[config.mk]
export PLATFORM = sky130hd
export DESIGN_NAME = change_phase_counter
export DESIGN_NICKNAME = d
export VERILOG_FILES = /design/src/rtl/change_phase_counter_pkg.sv /design/src/rtl/change_debounce.sv /design/src/rtl/change_phase_counter.sv
export SDC_FILE = /design/constraint.sdc
export NUM_CORES = 1
export LEC_CHECK = 0
export BUFFER_PORTS_ARGS = -buffer_cell sky130_fd_sc_hd__buf_2
export CAP_MARGIN = 40
export CORE_ASPECT_RATIO = 1.4
export CORE_MARGIN = 1
export CORE_UTILIZATION = 45
export CTS_CLUSTER_DIAMETER = 150
export DETAILED_ROUTE_END_ITERATION = 12
export GPL_TIMING_DRIVEN = 0
export PLACE_DENSITY = 0.69
export SYNTH_ARGS = -nofsm -noshare
export SYNTH_HDL_FRONTEND = slang
export SYNTH_SLANG_ARGS = --single-unit
[constraint.sdc]
create_clock -name clk -period 2.2 [get_ports clk]
set_input_delay 0.11 -clock clk [delete_from_list [all_inputs] [get_ports clk]]
set_output_delay 0.11 -clock clk [all_outputs]
set_load 0.1 [all_outputs]
[src/rtl/change_phase_counter_pkg.sv]
`default_nettype none
// ============================================================================
// Module      : change_phase_counter_pkg
// Description : Shared types and default constants for the change/phase
//               counter and its debounce stage.
// Revision    : 1.0 - initial release
// ============================================================================
package change_phase_counter_pkg;

    localparam int C_DEF_SAMPLE_W   = 4;
    localparam int C_DEF_NUM_PHASES = 8;
    localparam int C_DEF_CNT_W      = 8;
    localparam int C_DEF_MIN_STABLE = 1;
    localparam int C_DEF_PH_W       = $clog2(C_DEF_NUM_PHASES);
    localparam int C_STAB_W         = 8;

    // Change-tracking FSM states
    typedef enum logic [1:0] {
        INIT     = 2'd0,
        TRACK    = 2'd1,
        DEBOUNCE = 2'd2
    } state_t;

endpackage
`default_nettype wire

[src/rtl/change_debounce.sv]
`default_nettype none
// ============================================================================
// Module      : change_debounce
// Description : Detects a change of the monitored sample against the
//               reference value and accepts it once it has been stable for
//               MIN_STABLE consecutive cycles.
// Revision    : 1.0 - initial release
// ============================================================================
module change_debounce
    import change_phase_counter_pkg::*;
#(
    parameter int SAMPLE_W   = C_DEF_SAMPLE_W,
    parameter int MIN_STABLE = C_DEF_MIN_STABLE
) (
    input  logic                clk,
    input  logic                reset,
    input  logic                en,
    input  logic [SAMPLE_W-1:0] sample,
    input  logic [SAMPLE_W-1:0] ref_val,
    output logic                accept,
    output logic [SAMPLE_W-1:0] accepted_value,
    output logic                init_load
);

    localparam logic [C_STAB_W-1:0] C_MIN_STABLE = C_STAB_W'(MIN_STABLE);
    // A single stable cycle means a differing sample is accepted straight
    // from TRACK without passing through DEBOUNCE.
    localparam bit                  C_IMMEDIATE  = (MIN_STABLE == 1);

    state_t              r_state;
    logic [SAMPLE_W-1:0] r_cand;
    logic [C_STAB_W-1:0] r_stab;
    logic [C_STAB_W-1:0] w_stab_inc;
    logic                w_differs;

    assign w_stab_inc     = r_stab + 8'd1;
    assign w_differs      = (sample != ref_val);
    assign accepted_value = sample;
    assign init_load      = (r_state == INIT);

    // Accept decision for the current edge, consumed by the counter stage
    always_comb begin
        accept = 1'b0;
        case (r_state)
            TRACK:    accept = en && w_differs && C_IMMEDIATE;
            DEBOUNCE: accept = en && (sample == r_cand) && (w_stab_inc == C_MIN_STABLE);
            default:  accept = 1'b0;
        endcase
    end

    // State, candidate value and stability count
    always_ff @(posedge clk) begin
        if (reset) begin
            r_state <= INIT;
            r_cand  <= '0;
            r_stab  <= '0;
        end else begin
            case (r_state)
                INIT: begin
                    r_state <= TRACK;
                end
                TRACK: begin
                    if (en && w_differs && !C_IMMEDIATE) begin
                        r_cand  <= sample;
                        r_stab  <= 8'd1;
                        r_state <= DEBOUNCE;
                    end
                end
                DEBOUNCE: begin
                    if (!en) begin
                        r_state <= TRACK;
                    end else if (sample == r_cand) begin
                        if (w_stab_inc == C_MIN_STABLE) begin
                            r_state <= TRACK;
                        end else begin
                            r_stab <= w_stab_inc;
                        end
                    end else if (!w_differs) begin
                        // Sample bounced back to the reference: abandon
                        r_state <= TRACK;
                    end else begin
                        // A different new value restarts the stability window
                        r_cand <= sample;
                        r_stab <= 8'd1;
                    end
                end
                default: begin
                    r_state <= INIT;
                end
            endcase
        end
    end

endmodule
`default_nettype wire

[src/rtl/change_phase_counter.sv]
`default_nettype none
// ============================================================================
// Module      : change_phase_counter
// Description : Counts accepted changes of a monitored sample as a phase
//               index, and counts full phase revolutions with saturation.
// Revision    : 1.0 - initial release
// ============================================================================
module change_phase_counter
    import change_phase_counter_pkg::*;
#(
    parameter  int SAMPLE_W   = C_DEF_SAMPLE_W,
    parameter  int NUM_PHASES = C_DEF_NUM_PHASES,
    parameter  int CNT_W      = C_DEF_CNT_W,
    parameter  int MIN_STABLE = C_DEF_MIN_STABLE,
    localparam int PH_W       = $clog2(NUM_PHASES)
) (
    input  logic                clk,
    input  logic                reset,
    input  logic                en,
    input  logic                clear,
    input  logic [SAMPLE_W-1:0] sample,
    output logic [PH_W-1:0]     phase,
    output logic [CNT_W-1:0]    cycle_count,
    output logic                change_pulse,
    output logic                wrap_pulse,
    output logic                sat
);

    localparam logic [PH_W-1:0]  C_LAST_PHASE = PH_W'(NUM_PHASES - 1);
    localparam logic [CNT_W-1:0] C_CNT_MAX    = '1;

    logic [SAMPLE_W-1:0] r_ref;
    logic [PH_W-1:0]     r_phase;
    logic [CNT_W-1:0]    r_cycle_count;
    logic                r_change_pulse;
    logic                r_wrap_pulse;
    logic                r_sat;

    logic                w_accept;
    logic [SAMPLE_W-1:0] w_accepted;
    logic                w_init_load;
    logic                w_at_last;

    change_debounce #(
        .SAMPLE_W   (SAMPLE_W),
        .MIN_STABLE (MIN_STABLE)
    ) u_debounce (
        .clk            (clk),
        .reset          (reset),
        .en             (en),
        .sample         (sample),
        .ref_val        (r_ref),
        .accept         (w_accept),
        .accepted_value (w_accepted),
        .init_load      (w_init_load)
    );

    assign w_at_last = (r_phase == C_LAST_PHASE);

    // Reference value: captured after reset, then follows each accepted
    // change (clear does not touch it)
    always_ff @(posedge clk) begin
        if (reset) begin
            r_ref <= '0;
        end else if (w_init_load) begin
            r_ref <= sample;
        end else if (w_accept) begin
            r_ref <= w_accepted;
        end
    end

    // Phase, revolution count, saturation flag and registered pulses
    always_ff @(posedge clk) begin
        if (reset || clear) begin
            r_phase        <= '0;
            r_cycle_count  <= '0;
            r_change_pulse <= 1'b0;
            r_wrap_pulse   <= 1'b0;
            r_sat          <= 1'b0;
        end else begin
            r_change_pulse <= w_accept;
            r_wrap_pulse   <= w_accept && w_at_last;
            if (w_accept) begin
                if (w_at_last) begin
                    r_phase <= '0;
                    if (r_cycle_count == C_CNT_MAX) begin
                        r_sat <= 1'b1;
                    end else begin
                        r_cycle_count <= r_cycle_count + 1'b1;
                    end
                end else begin
                    r_phase <= r_phase + 1'b1;
                end
            end
        end
    end

    assign phase        = r_phase;
    assign cycle_count  = r_cycle_count;
    assign change_pulse = r_change_pulse;
    assign wrap_pulse   = r_wrap_pulse;
    assign sat          = r_sat;

endmodule
`default_nettype wire

==> impl_metrics.ini <==
[final_layout]
nets = 138
finalNonFillerCells = 147
syn_to_final_growth_pct = 17.8
diodes = 0
layout-drive-gt1-share = 0.286

[cts]
cts_buffer_depth = 2
cts_tree = done
cts_setup_buffers = 0
htreeDepth = 1
hold_buffers = 0
clk_pin_slew_worst_paths_ps = 110
post_cts_resized = 0
cts.sinks = 19
clk_latency_ps = 290
numCtsBuffers = 3
ctsRootBufferMaster = clkbuf_4

[yosys]
synth_edf_count = 0
synth-async-reset-ratio = 0
synth_seq_cells = 19
syn_area_per_cell_um2 = 9.18
yosysMostFrequentCell = dfxtp_1
yosysWarningCount = 0
syn_area_um2 = 927
netlist.area_leader.share = 0.410
syn_inst = 101
syn_nets = 112
synth_area_leader_cell = dfxtp_1
synth_flop_cell = dfxtp_1
synth_common_cells = dfxtp_1, a21oi_1, nand3_1
synthTopCellsByArea = dfxtp_1, a21oi_1, nand3_1
synth-seq-area-share = 0.410
synth.distinct_cells = 31

[sta]
fin_crit_ps = 1920
worst_clock_skew_ps = 4.31
slew_viol_final = 0
hold_viol = 0
tightest_slew_ps = 512
max_freq_mhz = 521
finalSetupViolCount = 0
rsz0062_at_grt = false
finalSetupTns_ps = 0
relSlewSlack = 0.657
period_share = 0.873
setup_ws_ps = 279

[placed_design]
hpwlAfterDp_um = 1540
dp_cells = 143
gp_congestion = 0.757
io_buffers = 21
dp_worst_setup_slack_ps = 287

[routing]
ant_nets = 0
drt-total-wl_um = 2060
drc_errors = 0
drtIter0Drc = 13
firstDrtPassIters = 4
detail_route.wl_per_cell_um = 14.0
viasPerCell = 6.20
num_vias = 911

[worst_setup_path]
end_kind = flop
crit_required_ps = 2380
start_kind = flop
r2r_slack_ps = 280
arrival_ps = 2110
path_max_fanout = 10
path_class = flop to flop

[pwr]
leakagePower_uw = 0.000442
power_density_nw_per_um2 = 561
peakVddDrop_mv = 0.385

[global_routing]
antenna_found_initial = 0
grt_remaining_overflow = 0
grt_pass1_vias = 785
grt_pass1_wl_um = 3260
grt_max_degree = 12
track_usage = 0.198

[die]
coreArea_um2 = 1950
die_y_um = 55.7
die_w_um = 40.4
floorplan.die_area_um2 = 2250
rows = 19
floorplan.io_pins = 22
initial_utilization = 0.476

[job]
maxCapViolations = 0

[worst_hold_path]
hp-class = input pin to flop

[status]
status = complete, no violations
==> final timing paths <==
check | start | endpoint | depth (start not counted)
max | phase[0] | cycle_count[6] | 7
min | reset | u_debounce.r_state[0] | 2
max reg2reg | phase[0] | cycle_count[6] | 7
min reg2reg | phase[1] | phase[1] | 2
==> state kept, by name (all words and copies together) (netlist names) <==
name	cells
sat	1
u_debounce.r_state	1
cycle_count	8
r_ref	4
change_pulse	1
wrap_pulse	1
phase	3
==> cell families after synthesis <==
kind of cell    share of synthesized area
compound gates                      0.256
flops                               0.410
fa+ha+maj                          0.0405
xor+xnor                           0.0378
simple gates                        0.196
buf+inv                            0.0594
==> final cells by class <==
cell class,count,area [um^2]
well taps,21,26.3
repair buffers,21,105
plain buffers,5,43.8
clock inverters,1,5.00
fillers,191,857
clock buffers,3,22.5
multi-input cells,74,492
inverters,3,11.3
flip-flops and latches,19,387
==> layout by cell type, fill, tap and decap left out, types with 4 or more instances in the layout <==
master / instances
o31ai_1: 5
nand3_1: 10
buf_2: 22
o21ai_0: 5
dfxtp_2: 5
dfxtp_1: 14
or4_1: 6
a21oi_1: 14
xor2_1: 4
==> layer usage <==
| layer | global-route usage | share of wire | vias up |
|---|---|---|---|
| met5 | 0 | 0 | - |
| li1 | - | - | 437 |
| met4 | 0.0619 | 0.016 | 0 |
| met2 | 0.338 | 0.51 | 26 |
| met1 | 0.242 | 0.43 | 444 |
| met3 | 0.0240 | 0.049 | 4 |
==> through the flow <==
stage	hold slack [ps]	util	total power, uW	area (um^2)
3_3_place_gp	345	0.546	441	1060
6_report	34.5	0.560	613	1090
4_1_cts	33.6	0.560	616	1090
5_1_grt	24.2	0.560	646	1090
3_5_place_dp	345	0.546	442	1060
2_1_floorplan	167	-	420	933
==> report_power, final <==
| group | internal [uW] | switching, uW |
|---|---|---|
| Sequential | 351 | 4.06 |
| Combinational | 27.4 | 52.1 |
| Clock | 67.6 | 110 |
| Total | 446 | 166 |
==> critical path, cell delays in order, from the launching register on <==
cell and delay (ps):
dfxtp_2 370, ha_1 150, ha_1 170, nand2_1 120, o21bai_1 250, clkbuf_1 260, o311ai_0 370, o41ai_1 120
No activity file was read; power rests on OpenSTA's default activity.
